[config.mk]
export PLATFORM = sky130hd
export DESIGN_NAME = fetch_unit
export DESIGN_NICKNAME = d
export VERILOG_FILES = /design/src/rtl/fetch_unit_pkg.sv /design/src/rtl/fetch_timer.sv /design/src/rtl/fetch_unit.sv
export SDC_FILE = /design/constraint.sdc
export NUM_CORES = 1
export LEC_CHECK = 0
export BUFFER_PORTS_ARGS = -buffer_cell sky130_fd_sc_hd__buf_2
export CORE_ASPECT_RATIO = 0.6
export CORE_UTILIZATION = 42
export CTS_CLUSTER_DIAMETER = 30
export DETAILED_ROUTE_END_ITERATION = 10
export PLACE_DENSITY = 0.76
export SYNTH_ARGS = -nofsm -noshare
export SYNTH_HDL_FRONTEND = slang
export SYNTH_SLANG_ARGS = --single-unit
[constraint.sdc]
create_clock -name CLK_I -period 1.2 [get_ports CLK_I]
set_input_delay 0.18 -clock CLK_I [delete_from_list [all_inputs] [get_ports CLK_I]]
set_output_delay 0.18 -clock CLK_I [all_outputs]
set_load 0.05 [all_outputs]
[src/rtl/fetch_unit_pkg.sv]
// Shared definitions for the instruction fetch unit: reset vector, NOP and FSM encodings.
package fetch_unit_pkg;

    localparam logic [31:0] RESET_VECTOR = 32'hBFC0_0000;
    localparam logic [31:0] NOP_INSTR    = 32'h0000_0000;

    typedef enum logic [0:0] {
        ST_IDLE = 1'b0,
        ST_WAIT = 1'b1
    } fetch_state_t;

    function automatic logic is_word_aligned(input logic [1:0] addr_lsb);
        return (addr_lsb == 2'b00);
    endfunction

endpackage

[src/rtl/fetch_timer.sv]
// Wait-cycle counter for the fetch unit; expire is raised on the last allowed wait cycle.
module fetch_timer #(
    parameter int LIMIT = 16
) (
    input  logic clk,
    input  logic rst,
    input  logic enable,
    input  logic clear,
    output logic expire
);

    logic [7:0] count_r;

    assign expire = enable && (count_r == 8'(LIMIT - 1));

    // Count cycles spent waiting; saturate at the expiry value.
    always_ff @(posedge clk) begin
        if (rst) begin
            count_r <= 8'd0;
        end else if (clear) begin
            count_r <= 8'd0;
        end else if (enable && !expire) begin
            count_r <= count_r + 8'd1;
        end else begin
            count_r <= count_r;
        end
    end

endmodule

[src/rtl/fetch_unit.sv]
// Instruction fetch unit: one outstanding read, registered outputs.
// Optional bus timeout enabled by defining FETCH_TIMEOUT_EN.
module fetch_unit
    import fetch_unit_pkg::*;
#(
    parameter int TIMEOUT_CYCLES = 16
) (
    input  logic        CLK_I,
    input  logic        Reset_I,
    input  logic [31:0] PC_I,
    input  logic        Start_I,
    input  logic        Ack_I,
    input  logic [31:0] Data_I,
    output logic [31:0] Addr_O,
    output logic        Req_O,
    output logic [31:0] IR_O,
    output logic        Valid_O,
    output logic        Busy_O,
    output logic        AddrErr_O,
    output logic        BusErr_O
);

    if (TIMEOUT_CYCLES < 2 || TIMEOUT_CYCLES > 255) begin : g_bad_timeout
        $error("fetch_unit: TIMEOUT_CYCLES must be in 2..255");
    end

    fetch_state_t state_r, state_s;
    logic [31:0]  addr_r, addr_s;
    logic [31:0]  ir_r, ir_s;
    logic         req_r, req_s;
    logic         valid_r, valid_s;
    logic         addr_err_r, addr_err_s;
    logic         bus_err_r, bus_err_s;
    logic         timeout_s;

`ifdef FETCH_TIMEOUT_EN
    fetch_timer #(
        .LIMIT (TIMEOUT_CYCLES)
    ) u_fetch_timer (
        .clk    (CLK_I),
        .rst    (Reset_I),
        .enable (state_r == ST_WAIT),
        .clear  (state_r != ST_WAIT),
        .expire (timeout_s)
    );
`else
    assign timeout_s = 1'b0;
`endif

    // Next-state and next-output logic; Ack_I outranks timeout expiry.
    always_comb begin
        state_s    = state_r;
        addr_s     = addr_r;
        ir_s       = ir_r;
        req_s      = req_r;
        valid_s    = 1'b0;
        addr_err_s = 1'b0;
        bus_err_s  = 1'b0;
        case (state_r)
            ST_IDLE: begin
                if (Start_I) begin
                    if (is_word_aligned(PC_I[1:0])) begin
                        addr_s  = PC_I;
                        req_s   = 1'b1;
                        state_s = ST_WAIT;
                    end else begin
                        addr_err_s = 1'b1;
                    end
                end else begin
                    state_s = ST_IDLE;
                end
            end
            ST_WAIT: begin
                if (Ack_I) begin
                    ir_s    = Data_I;
                    valid_s = 1'b1;
                    req_s   = 1'b0;
                    state_s = ST_IDLE;
                end else if (timeout_s) begin
                    bus_err_s = 1'b1;
                    req_s     = 1'b0;
                    state_s   = ST_IDLE;
                end else begin
                    state_s = ST_WAIT;
                end
            end
            default: begin
                req_s   = 1'b0;
                state_s = ST_IDLE;
            end
        endcase
    end

    // State and output registers; reset wins over any request or acknowledge.
    always_ff @(posedge CLK_I) begin
        if (Reset_I) begin
            state_r    <= ST_IDLE;
            addr_r     <= RESET_VECTOR;
            ir_r       <= NOP_INSTR;
            req_r      <= 1'b0;
            valid_r    <= 1'b0;
            addr_err_r <= 1'b0;
            bus_err_r  <= 1'b0;
        end else begin
            state_r    <= state_s;
            addr_r     <= addr_s;
            ir_r       <= ir_s;
            req_r      <= req_s;
            valid_r    <= valid_s;
            addr_err_r <= addr_err_s;
            bus_err_r  <= bus_err_s;
        end
    end

    assign Addr_O    = addr_r;
    assign Req_O     = req_r;
    assign IR_O      = ir_r;
    assign Valid_O   = valid_r;
    assign Busy_O    = (state_r == ST_WAIT);
    assign AddrErr_O = addr_err_r;
    assign BusErr_O  = bus_err_r;

endmodule

==> flow_metrics.py, run 1 <==
metrics = {
    "critical_path": {
        "worstSetupStartpointType": "flip-flop",
        "crit_path_end_kind": "flip-flop",
        "crit_chain": "nor4b_4 -> buf_6 -> buf_12 -> mux2i_2",
        "cp_max_fo": 8,
        "path_class": "reg2reg",
        "crit_slowest_cell": "dfxtp_4",
        "arrival_ns": 1.45,
        "slowest_delay_ns": 0.35,
        "crit_required_ns": 1.45,
    },
    "drt": {
        "ant_nets": 0,
        "firstDrtPassIters": 4,
        "detail_route.wl_per_cell_um": 13.1,
        "drt_iter0_drc": 90,
        "vias_per_cell": 4.81,
        "vias": 2462,
        "wl_um": 6720,
        "drc": 0,
    },
    "place": {
        "hpwl_um": 4430,
        "place_inst": 494,
        "port-buffer-count": 135,
        "gp_congestion": 0.748,
    },
    "synth": {
        "synth-seq-cells": 68,
        "netlist_instances": 297,
        "yosysWarnings": 0,
        "yosys.area_share.simple_pct": 19.6,
        "synth_compound_area_share_pct": 17.3,
        "muxShareOfSynthArea_pct": 10.4,
        "synth_cell_types": 19,
        "synth_top_family_by_area": "simple AND/OR/NAND/NOR gates",
        "synth_fa_ha_area_share_pct": 0,
        "synth_fp_nets": 365,
        "seq_area_frac_synth_pct": 47.2,
        "netlist_area_um2": 2890,
        "yosysTopAreaCell": "dfxtp_1",
        "syn_area_per_cell_um2": 9.72,
        "synth.top_cell.area_share_pct": 47.2,
        "synth-xor-area-share_pct": 0,
        "synth_area_leaders": "dfxtp_1, a21bo_2, mux2i_1",
    },
    "clock_tree": {
        "clk_latency_ns": 0.32,
        "clockRootBuffer": "clkbuf_16",
        "cts.clk_slew.worst_paths_ns": 0.05,
        "cts_tree": "built",
        "htree_levels": 3,
        "clkSinkCount": 68,
        "ctsLongestPathBuffers": 2,
        "cts_buffers": 9,
    },
    "timing": {
        "skew_ns": 0.00289,
        "finalSetupTns_ns": 0,
        "rsz0062_at_grt": "true",
        "min_period_ns": 1.20,
        "setup_viol_count_final": 0,
        "fin_crit_sh_pct": 100,
        "drv_slew": 0,
        "fmax_ghz": 0.834,
        "finalHoldViolCount": 0,
    },
    "grt": {
        "grt_remaining_overflow": 0,
        "grt_use_total_pct": 19.2,
        "antenna_found_initial": 0,
        "grt_max_degree": 68,
        "grt_pass1_vias": 2267,
        "grt_pass1_wl_um": 10400,
    },
    "die": {
        "dieHeight_um": 66.2,
        "pin_count": 137,
        "initial_utilization_pct": 45.4,
        "fp.dieArea_um2": 7220,
        "rows": 22,
        "die_w_um": 109,
        "core_area_um2": 6360,
    },
    "power_and_ir_drop": {
        "power.leakage_nw": 1.79,
        "total_power_w": 0.00556,
        "ir_drop_mv": 0.965,
        "pwr_density_cell_nw_per_um2": 1380,
    },
    "layout": {
        "drive_gt1_share_pct": 47.2,
        "multi_input_area_um2": 1410,
        "fillers": 534,
        "fin_nets": 492,
        "diodes": 0,
        "fin_cells": 512,
        "layout_commonest_cell": "buf_2",
        "syn2layout_area_growth_pct": 39.7,
        "final_cell_mix": "buf_2, dfxtp_1, nand2b_1, a21bo_2, nand3_1",
        "seq_area_um2": 1370,
    },
    "run_status": {
        "status": "finished clean",
    },
    "run": {
        "cap_violations": 0,
    },
    "worst_hold_path": {
        "hold_path.class": "in2reg",
    },
}
[metrics by stage]
stage | cell area (um2) | setup WS [ns] | utilization (%) | hold WS [ns]
after floorplan | 2900 | -0.224 | - | 0.327
after global placement | 3640 | -0.0105 | 57.2 | 0.432
after detailed placement | 3640 | -0.0666 | 57.2 | 0.438
after CTS | 3970 | -0.0157 | 62.4 | 0.0881
after global routing | 4030 | -0.0425 | 63.4 | 0.0991
final | 4030 | 0.000571 | 63.4 | 0.0998
[registers in the layout (all words and copies together) (netlist names)]
name	cells
Addr_O	32
AddrErr_O	1
Busy_O	1
Req_O	1
IR_O	32
Valid_O	1
[power by group]
part | internal (W) | total, W | switching [W]
logic | 0.000266 | 0.000711 | 0.000445
clock network | 0.00165 | 0.00250 | 0.000852
registers | 0.00232 | 0.00235 | 0.0000275
total | 0.00423 | 0.00556 | 0.00132
[worst max-delay path, delay by kind of cell, from the launching register on]
kind / cells / cell delay (ns)
mux: 1 / 0.21
buf+inv: 2 / 0.33
simple gates: 1 / 0.22
flops: 1 / 0.35
[cell families after synthesis]
| logic type | count (synthesis) |
|---|---|
| AOI/OAI and AO/OA | 67 |
| buffers and inverters | 30 |
| DFF | 68 |
| muxes | 30 |
| other | 1 |
| and+or+nand+nor | 101 |
[cell usage after synthesis]
cell type,count
a21bo_1,1
a21bo_2,32
a21oi_1,34
buf_1,3
buf_2,7
buf_4,1
buf_6,4
clkbuf_1,15
conb_1,1
dfxtp_1,68
mux2i_1,30
nand2_1,1
nand2b_1,43
nand3_1,32
nor2_1,20
nor3b_1,2
nor4b_1,1
nor4b_4,1
or4b_1,1
[per-layer routing]
layer	GRT usage, %	part of all wire, %	vias to the layer above
li1	-	-	1264
met1	23.4	47	1114
met3	8.77	8.0	7
met2	29.4	44	77
met4	7.60	1.0	0
met5	0	0	-
[timing repair]
item                                    in CTS  in global routing
pin swaps                                    1                  0
resized for setup                            4                 10
hold buffers                                 0                  0
gates cloned                                 1                  1
setup buffers                                1                  0
endpoints found under the setup margin      31                 32
endpoints found under the hold margin        0                  0
[cell type report]
cell class	count	area share (%)
tap	84	2.61
multi-input combinational	199	35.0
timing repair buffer	146	21.5
clock inverter	2	0.868
clock buffer	13	6.20
sequential	68	33.8
[final timing paths]
| check | start | end | slack (ns) | depth (start not counted) |
|---|---|---|---|---|
| worst max-delay path | Busy_O | Addr_O[23] | 0.0006 | 4 |
| worst min register to register | Addr_O[16] | Addr_O[16] | 0.47 | 2 |
| worst min-delay path | Data_I[29] | IR_O[29] | 0.1 | 3 |
| worst max register to register | Busy_O | Addr_O[23] | 0.0006 | 4 |
Note: power is estimated with default switching activity, not from simulation.
==> run 2, diff against run 1 <==
--- a/config.mk
+++ b/config.mk
@@ -7,10 +7,10 @@
 export LEC_CHECK = 0
 export BUFFER_PORTS_ARGS = -buffer_cell sky130_fd_sc_hd__buf_2
 export CORE_ASPECT_RATIO = 0.6
-export CORE_UTILIZATION = 42
+export CORE_UTILIZATION = 46
 export CTS_CLUSTER_DIAMETER = 30
 export DETAILED_ROUTE_END_ITERATION = 10
-export PLACE_DENSITY = 0.76
+export PLACE_DENSITY = 0.79
 export SYNTH_ARGS = -nofsm -noshare
 export SYNTH_HDL_FRONTEND = slang
 export SYNTH_SLANG_ARGS = --single-unit
==> constraint.sdc (replaced) <==
create_clock -name CLK_I -period 1.25 [get_ports CLK_I]
set_input_delay 0.1875 -clock CLK_I [delete_from_list [all_inputs] [get_ports CLK_I]]
set_output_delay 0.1875 -clock CLK_I [all_outputs]
set_load 0.05 [all_outputs]
==> run 2 against run 1 <==
The flow now finishes with violations (negative setup slack). Sequential cell count unchanged. Maximum frequency down 4.7%. Via count up 1.6%. Routed wire length up 3.0%. Sequential share of layout area up 0.50 points. Largest power group is now registers. Combinational power down 4.4%. Register-to-register slack about the same. Non-clock buffer count up 1. Clock power down 12%. Critical endpoint is now Addr_O[6]. Clock skew up 0.0041 ns.
==> flow_metrics.py, run 2 (synthesis gave the netlist of run 1 again) <==
metrics = {
    "clock_tree": {
        "clockRootBuffer": "clkbuf_8",
        "ctsLongestPathBuffers": 2,
        "clk_latency_ns": 0.33,
        "clkSinkCount": 68,
        "htree_levels": 3,
        "cts_tree": "built",
        "cts.clk_slew.worst_paths_ns": 0.07,
        "cts-hold-fix-buffers": 0,
        "cts_buffers": 9,
    },
    "critical_path": {
        "worstSetupStartpointType": "flip-flop",
        "crit_slowest_cell": "dfxtp_4",
        "crit_required_ns": 1.51,
        "crit_chain": "nor4b_4 -> buf_6 -> buf_8 -> mux2i_1",
        "crit_family": "flip-flops",
        "slowest_delay_ns": 0.37,
        "crit_path_end_kind": "flip-flop",
        "arrival_ns": 1.52,
        "path_class": "reg2reg",
        "cp_max_fo": 8,
        "crit_buf_inv": 2,
    },
    "layout": {
        "fin_cells": 510,
        "fin_nets": 493,
        "fillers": 483,
        "layout_commonest_cell": "buf_2",
        "drive_gt1_share_pct": 46.0,
        "diodes": 0,
        "syn2layout_area_growth_pct": 37.7,
        "final_cell_mix": "buf_2, dfxtp_1, nand2b_1, a21oi_1",
    },
    "run": {
        "cap_violations": 0,
    },
    "timing": {
        "skew_ns": 0.00703,
        "fin_ws_ns": -0.00869,
        "rsz0062_at_grt": "true",
        "min_period_ns": 1.26,
        "fin_crit_sh_pct": 101,
        "finalHoldViolCount": 0,
        "setup_viol_count_final": 1,
        "drv_slew": 0,
        "fmax_ghz": 0.794,
    },
    "grt": {
        "grt_pass1_wl_um": 11000,
        "grt_remaining_overflow": 0,
        "grt-busiest-layer": "met2",
        "grtUsageMet1_pct": 26.7,
        "grt_max_degree": 56,
        "antenna_found_initial": 0,
        "use_met3_pct": 6.94,
        "grt_pass1_vias": 2286,
        "grt_use_total_pct": 21.1,
        "grtUsageMet2_pct": 34.2,
    },
    "drt": {
        "drt_iter0_drc": 139,
        "vias": 2501,
        "ant_nets": 0,
        "vias_per_cell": 4.90,
        "detail_route.wl_per_cell_um": 13.6,
        "firstDrtPassIters": 4,
        "wl_um": 6920,
        "drc": 0,
    },
    "power_and_ir_drop": {
        "power.leakage_nw": 1.79,
        "pwr_density_cell_nw_per_um2": 1290,
        "ir_drop_mv": 0.709,
    },
    "place": {
        "hpwl_um": 4590,
        "port-buffer-count": 135,
        "place_ws_ns": -0.0215,
        "gp_congestion": 0.728,
        "place_inst": 489,
    },
    "die": {
        "dieHeight_um": 63.4,
        "initial_utilization_pct": 49.7,
        "pin_count": 137,
        "fp.dieArea_um2": 6610,
        "rows": 21,
        "core_area_um2": 5810,
        "die_w_um": 104,
    },
    "worst_hold_path": {
        "hold_path.class": "in2reg",
    },
    "run_status": {
        "status": "finished, violations left",
        "violations": "negative setup slack",
    },
}
-- run 2: cell types whose count changed in the layout (fill, tap and decap cells not counted), moves of 2 or more --
cell / change
buf_4: -2
a21oi_1: +6
clkbuf_1: -2
clkbuf_8: +10
bufinv_16: +2
clkbuf_16: -8
buf_6: +2
buf_16: -2
a21oi_2: -6
-- run 2: worst paths after layout --
check             startpoint         to  slack [ns]  cells past startpoint
hold / removal    Data_I[12]   IR_O[12]        0.10                      3
hold reg to reg    Addr_O[4]  Addr_O[4]        0.47                      2
setup / recovery      Busy_O  Addr_O[6]      -0.009                      4
setup reg to reg      Busy_O  Addr_O[6]      -0.009                      4
-- run 2: area by class of cell --
| type | instances | area, um2 | area share, % |
|---|---|---|---|
| multi-input combinational | 199 | 1380 | 34.7 |
| sequential | 68 | 1370 | 34.3 |
| timing repair buffer | 147 | 880 | 22.1 |
| clock buffer | 12 | 155 | 3.90 |
| tap | 80 | 100 | 2.52 |
| clock inverter | 4 | 95.1 | 2.39 |
-- run 2: tightest hold or removal path, delay by kind of cell --
kind / cells / cell delay [ns]
compound gates: 1 / 0.05
simple gates: 1 / 0.05
buf+inv: 1 / 0.09
-- run 2: layer usage --
layer / vias up / wire length (um)
met4: 0 / 39
met3: 4 / 315
li1: 1267 / -
met5: - / 0
met2: 68 / 3260
met1: 1162 / 3310
-- run 2: what timing repair did --
item,in CTS,in global routing
resized for setup,3,5
endpoints found under the setup margin,14,57
setup buffers,1,1
pin swaps,1,0
cloned,2,1
endpoints found under the hold margin,0,0
-- run 2: metrics by stage --
stage | area, um2 | total power, W | hold WS (ns) | setup TNS (ns) | util, %
after floorplan | 2900 | 0.00273 | 0.335 | -5.09 | -
after global placement | 3620 | 0.00293 | 0.439 | 0 | 62.4
after detailed placement | 3620 | 0.00295 | 0.446 | -0.0403 | 62.4
after CTS | 3940 | 0.00518 | 0.0815 | -0.0581 | 67.8
after global routing | 3980 | 0.00537 | 0.0804 | -1.40 | 68.5
final | 3980 | 0.00514 | 0.103 | -0.00869 | 68.5
-- run 2: power breakdown --
part	internal [W]	switching, W	total [W]	leakage [nW]
combinational	0.000257	0.000424	0.000680	1.11
clock	0.00143	0.000777	0.00221	0.127
sequential	0.00222	0.0000278	0.00225	0.552
